--- src/rtl/mult32x32_arbiter_if.sv ---
// Client-side bus of the shared-multiplier arbiter: packed per-requester
// request/operand lanes plus the ack/done/result return path.
interface mult32x32_arbiter_if #(
   parameter int NUM_REQ = 2
);
   logic [NUM_REQ-1:0]    req;
   logic [32*NUM_REQ-1:0] a_in;
   logic [32*NUM_REQ-1:0] b_in;
   logic [NUM_REQ-1:0]    ack;
   logic [NUM_REQ-1:0]    done;
   logic [63:0]           result;
   logic                  arb_busy;

   modport master (
      output req, a_in, b_in,
      input  ack, done, result, arb_busy
   );

   modport slave (
      input  req, a_in, b_in,
      output ack, done, result, arb_busy
   );
endinterface

--- src/rtl/mult32x32_arbiter.sv ---
// Round-robin arbiter that time-shares one mult32x32 between NUM_REQ clients,
// sequencing its start/busy handshake and returning the product with a done pulse.
module mult32x32_arbiter #(
   parameter int NUM_REQ = 2,
   parameter int IDX_W   = $clog2(NUM_REQ)
) (
   input  logic                clk,
   input  logic                reset,
   mult32x32_arbiter_if.slave  bus,
   output logic                mult_start,
   output logic [31:0]         mult_a,
   output logic [31:0]         mult_b,
   input  logic                mult_busy,
   input  logic [63:0]         mult_prod
);

   typedef enum logic [2:0] {
      IDLE,
      START,
      WAIT_HI,
      WAIT_LO,
      DELIVER
   } state_t;

   state_t           state_reg, state_next;
   logic [IDX_W-1:0] grant_reg, grant_next;
   logic [IDX_W-1:0] rr_reg, rr_next;
   logic [31:0]      mult_a_reg, mult_a_next;
   logic [31:0]      mult_b_reg, mult_b_next;
   logic [63:0]      result_reg, result_next;
   logic [IDX_W-1:0] pick;
   logic             any_req;

   // Scan downward so the lowest offset from the rr pointer is assigned last and wins.
   always_comb begin
      pick    = '0;
      any_req = 1'b0;
      for (int k = NUM_REQ - 1; k >= 0; k--) begin
         int idx;
         idx = int'(rr_reg) + k;
         if (idx >= NUM_REQ) idx = idx - NUM_REQ;
         if (bus.req[idx]) begin
            pick    = IDX_W'(idx);
            any_req = 1'b1;
         end
      end
   end

   always_comb begin
      state_next  = state_reg;
      grant_next  = grant_reg;
      rr_next     = rr_reg;
      mult_a_next = mult_a_reg;
      mult_b_next = mult_b_reg;
      result_next = result_reg;
      case (state_reg)
         IDLE: begin
            if (any_req) begin
               grant_next  = pick;
               mult_a_next = bus.a_in[32*pick +: 32];
               mult_b_next = bus.b_in[32*pick +: 32];
               state_next  = START;
            end
         end
         START:   state_next = WAIT_HI;
         WAIT_HI: if (mult_busy) state_next = WAIT_LO;
         WAIT_LO: begin
            if (!mult_busy) begin
               result_next = mult_prod;
               state_next  = DELIVER;
            end
         end
         DELIVER: begin
            rr_next    = (grant_reg == IDX_W'(NUM_REQ - 1)) ? '0 : grant_reg + IDX_W'(1);
            state_next = IDLE;
         end
         default: state_next = IDLE;
      endcase
   end

   always_ff @(posedge clk or negedge reset) begin
      if (!reset) begin
         state_reg  <= IDLE;
         grant_reg  <= '0;
         rr_reg     <= '0;
         mult_a_reg <= '0;
         mult_b_reg <= '0;
         result_reg <= '0;
      end else begin
         state_reg  <= state_next;
         grant_reg  <= grant_next;
         rr_reg     <= rr_next;
         mult_a_reg <= mult_a_next;
         mult_b_reg <= mult_b_next;
         result_reg <= result_next;
      end
   end

   // ack/done are state decodes, so they are one-hot and exactly one cycle wide.
   generate
      for (genvar gi = 0; gi < NUM_REQ; gi++) begin : g_lane
         assign bus.ack[gi]  = (state_reg == START)   && (grant_reg == IDX_W'(gi));
         assign bus.done[gi] = (state_reg == DELIVER) && (grant_reg == IDX_W'(gi));
      end
   endgenerate

   assign bus.arb_busy = (state_reg != IDLE);
   assign bus.result   = result_reg;
   assign mult_start   = (state_reg == START);
   assign mult_a       = mult_a_reg;
   assign mult_b       = mult_b_reg;

endmodule

--- src/flat_wrapper.sv ---
// flat-port wrapper written by rule: the top's interface ports become plain ports
module mult32x32_arbiter_flat 
#(
   parameter int NUM_REQ = 2,
   parameter int IDX_W   = $clog2(NUM_REQ)
)
  (clk, reset, mult_start, mult_a, mult_b, mult_busy, mult_prod, bus_req, bus_a_in, bus_b_in, bus_ack, bus_done, bus_result, bus_arb_busy);
  mult32x32_arbiter_if #(.NUM_REQ(NUM_REQ)) bus_i ();
  input  logic clk;
  input  logic reset;
  output logic mult_start;
  output logic [31:0] mult_a;
  output logic [31:0] mult_b;
  input  logic mult_busy;
  input  logic [63:0] mult_prod;
  input wire logic [$bits(bus_i.req)-1:0] bus_req;
  input wire logic [$bits(bus_i.a_in)-1:0] bus_a_in;
  input wire logic [$bits(bus_i.b_in)-1:0] bus_b_in;
  output wire logic [$bits(bus_i.ack)-1:0] bus_ack;
  output wire logic [$bits(bus_i.done)-1:0] bus_done;
  output wire logic [$bits(bus_i.result)-1:0] bus_result;
  output wire logic [$bits(bus_i.arb_busy)-1:0] bus_arb_busy;
  assign bus_i.req = bus_req;
  assign bus_i.a_in = bus_a_in;
  assign bus_i.b_in = bus_b_in;
  assign bus_ack = bus_i.ack;
  assign bus_done = bus_i.done;
  assign bus_result = bus_i.result;
  assign bus_arb_busy = bus_i.arb_busy;
  mult32x32_arbiter #(.NUM_REQ(NUM_REQ), .IDX_W(IDX_W)) u_core (.clk(clk), .reset(reset), .bus(bus_i), .mult_start(mult_start), .mult_a(mult_a), .mult_b(mult_b), .mult_busy(mult_busy), .mult_prod(mult_prod));
endmodule
--- config.mk ---
export PLATFORM = sky130hd
export DESIGN_NAME = mult32x32_arbiter_flat
export DESIGN_NICKNAME = d
export VERILOG_FILES = /design/src/rtl/mult32x32_arbiter_if.sv /design/src/rtl/mult32x32_arbiter.sv /design/src/flat_wrapper.sv
export SDC_FILE = /design/constraint.sdc
export NUM_CORES = 1
export LEC_CHECK = 0
export CAP_MARGIN = 20
export CORE_AREA = 2 2 129 131
export DETAILED_ROUTE_END_ITERATION = 10
export DIE_AREA = 0 0 131 133
export MAX_ROUTING_LAYER = met4
export PLACE_DENSITY = 0.77
export SLEW_MARGIN = 20
export SYNTH_ARGS = -nofsm -noshare
export SYNTH_HDL_FRONTEND = slang
export SYNTH_SLANG_ARGS = --single-unit
--- constraint.sdc ---
create_clock -name clk -period 3.1 [get_ports clk]
set_clock_uncertainty 0.15 [all_clocks]
set_input_delay 0.62 -clock clk [delete_from_list [all_inputs] [get_ports clk]]
set_output_delay 0.62 -clock clk [all_outputs]
set_load 0.03 [all_outputs]
==> results.tsv <==
metric	value	unit
critical path class	register to primary output	
Initial Utilization	0.356	
total wire length	18100	um
first-pass GRT wire length	27000	um
clk_lat worst skew	0.42	ns
worst slew pin tran	0.774	ns
Clk pin slew, worst setup/hold paths	0.07	ns
Die W	131	um
Inserted Diodes	0	
RD Place Congestion	0.777	
number of top-level pins	331	
reg2reg start	u_core.state_reg[2]$_DFFE_PN0P_	
commonest cells after routing, fill and taps aside	329 x clkdlybuf4s50_1, 193 x inv_1, 133 x dfrtp_1	
vias per cell	4.69	
Yosys warning total	0	
R2R cell count	4	
Tcrit/Tclk final	0.932	
Tmin final	2.89	ns
Synthesized Nets	701	
CP Launch Type	register	
Area growth syn-to-layout	70.5	%
distinct cell type count after synthesis	23	
1st-iter DRT viols	555	
Initial DRT Pass Iterations	7	
critical-path cell list	nor3_2 > inv_1 > clkdlybuf4s50_1	
Setup Fix Bufs, Post-CTS	0	
Cells after Synth	504	
nets	1028	
DIE HEIGHT	133	um
CP delay by family, top	buffers and inverters	
RSZ-0062 raised after global routing	no	
Setup-failing EPs final	0	
H-tree Lvls	4	
Total GRT Usage	0.210	
vias	4993	
DRC viols	0	
Final TNS setup	0	ns
Setup WS post-layout	0.210	ns
Syn Area/Cell	11.4	um2
Port Buf Inserts	330	
Worst EP arrival	2.12	ns
endpoints failing hold	0	
most common cell after layout, fill and taps aside	clkdlybuf4s50_1	
initial antenna violation count	0	
Final Max Tran Viols	0	
Max Fclk	346	MHz
largest net degree at the start of global routing	69	
fraction of layout cells with a size suffix above 1	0.0533	
Worst Setup End Kind	primary output	
row count	47	
R2R Path End	u_core.mult_a[15]$_DFFE_PN0P_	
Max FO, Critical Path	8	
drt wl/cell	17.0	um
pwr/cell area	1040	nW/um2
dpl ws	0.558	ns
max cap viols	0	
post-route ant nets	0	
deepest clock path buffer count	2	
Mapped Area	5750	um2
r2r setup slk	0.66	ns
Hold Crit Class	primary input to asynchronous set/reset pin	
number of global-route vias before repair	5105	
status	completed	
total CTS buffers	17	
slowest stage cell, crit path	clkdlybuf4s50_1	
Critical Path RT	2.33	ns
leakage	4.78	nW
core area	16200	um2
clk sinks	133	
register area share after synthesis	0.579	
crit-path max cell delay	0.61	ns
GRT overflow	0	
die area	17400	um2
WP buf/inv	2	
final core occ	0.606	
post-synthesis register bit count	133	
Worst VDD drop	0.627	mV
max reg flops	64	
CTS tree	built	
Rel. slew slack	0.484	
Final HPWL DP	12900	um
CTS root buffer	clkbuf_16	
-- where the power goes --
| part | leakage (nW) | total (mW) | internal, mW | switching (mW) |
|---|---|---|---|---|
| logic | 3.01 | 5.21 | 2.28 | 2.93 |
| clock network | 0.273 | 1.98 | 1.15 | 0.831 |
| registers | 1.50 | 3.04 | 2.59 | 0.450 |
| total | 4.78 | 10.2 | 6.01 | 4.21 |
-- layer usage --
metal	part of all wire	vias up	track usage
met5	0	-	-
met4	0.023	0	0.0863
met3	0.077	33	0.0526
met2	0.52	232	0.345
met1	0.38	2416	0.244
li1	-	2312	-
-- worst max-delay path by stage --
stage / start / to / slack (ns) / cells after the start
finish: u_core.state_reg[2]$_DFFE_PN0P_ / bus_arb_busy / 0.21 / 3
global route: u_core.state_reg[2]$_DFFE_PN0P_ / bus_arb_busy / 0.12 / 3
CTS: u_core.state_reg[2]$_DFFE_PN0P_ / bus_ack[0] / 0.1 / 3
detailed placement: bus_req[1] / u_core.mult_a[3]$_DFFE_PN0P_ / 0.56 / 5
global placement: u_core.state_reg[2]$_DFFE_PN0P_ / bus_ack[0] / 0.56 / 3
floorplan: u_core.state_reg[2]$_DFFE_PN0P_ / bus_ack[0] / 0.50 / 2
-- cell usage after synthesis --
master,n,share of area
a21o_1,1,0.0013
a21oi_1,1,0.00087
a222oi_1,64,0.11
and2_1,1,0.0011
and3_1,2,0.0022
and3_4,1,0.0020
and3b_1,1,0.0015
buf_2,15,0.013
buf_4,1,0.0013
buf_6,11,0.022
clkbuf_1,1,0.00065
dfrtp_1,133,0.58
inv_1,193,0.13
mux2_1,64,0.13
nand2_1,4,0.0026
nand2b_1,1,0.0011
nor2_1,3,0.0020
nor2b_1,2,0.0022
nor3_1,1,0.00087
nor3_2,1,0.0017
nor3b_1,1,0.0013
o21ai_0,1,0.00087
o21ai_1,1,0.00087
-- worst register-to-register path: stages (launching register included) --
cell and delay (ns):
dfrtp_1 0.49, nor3_2 0.52, and3_2 0.67, buf_12 0.30, a222oi_1 0.14
-- layout make-up --
cell class / count / area, um2
clock inverter: 14 / 138
sequential: 133 / 3330
tap: 220 / 275
fill: 1341 / 6360
clock buffer: 18 / 439
multi-input combinational: 150 / 1520
inverter: 193 / 724
timing repair buffer: 336 / 3390
-- what timing repair did --
action / 4_1_cts / 5_1_grt
endpoints found under the setup margin: 0 / 2
hold buffers: 0 / 0
resized for setup: 0 / 1
-- through the flow --
stage	power (mW)	instances	cell area (um2)	hold slack (ns)
after floorplan	5.93	504	5750	0.174
after global placement	8.18	1032	9230	0.316
after detailed placement	8.28	1032	9230	0.324
after CTS	10.3	1064	9800	0.0769
after global routing	10.7	1064	9810	0.0933
final	10.2	1064	9810	0.0602
-- logic make-up (layout without fill, tap and decap cells) --
kind of cell,after synthesis,after routing,synth area share
AO/OA/AOI/OAI,68,68,0.115
multiplexers,64,64,0.125
buffers and inverters,221,561,0.162
flip-flops,133,133,0.579
AND/OR/NAND/NOR,18,18,0.0185
(Power assumes the default switching activity.)
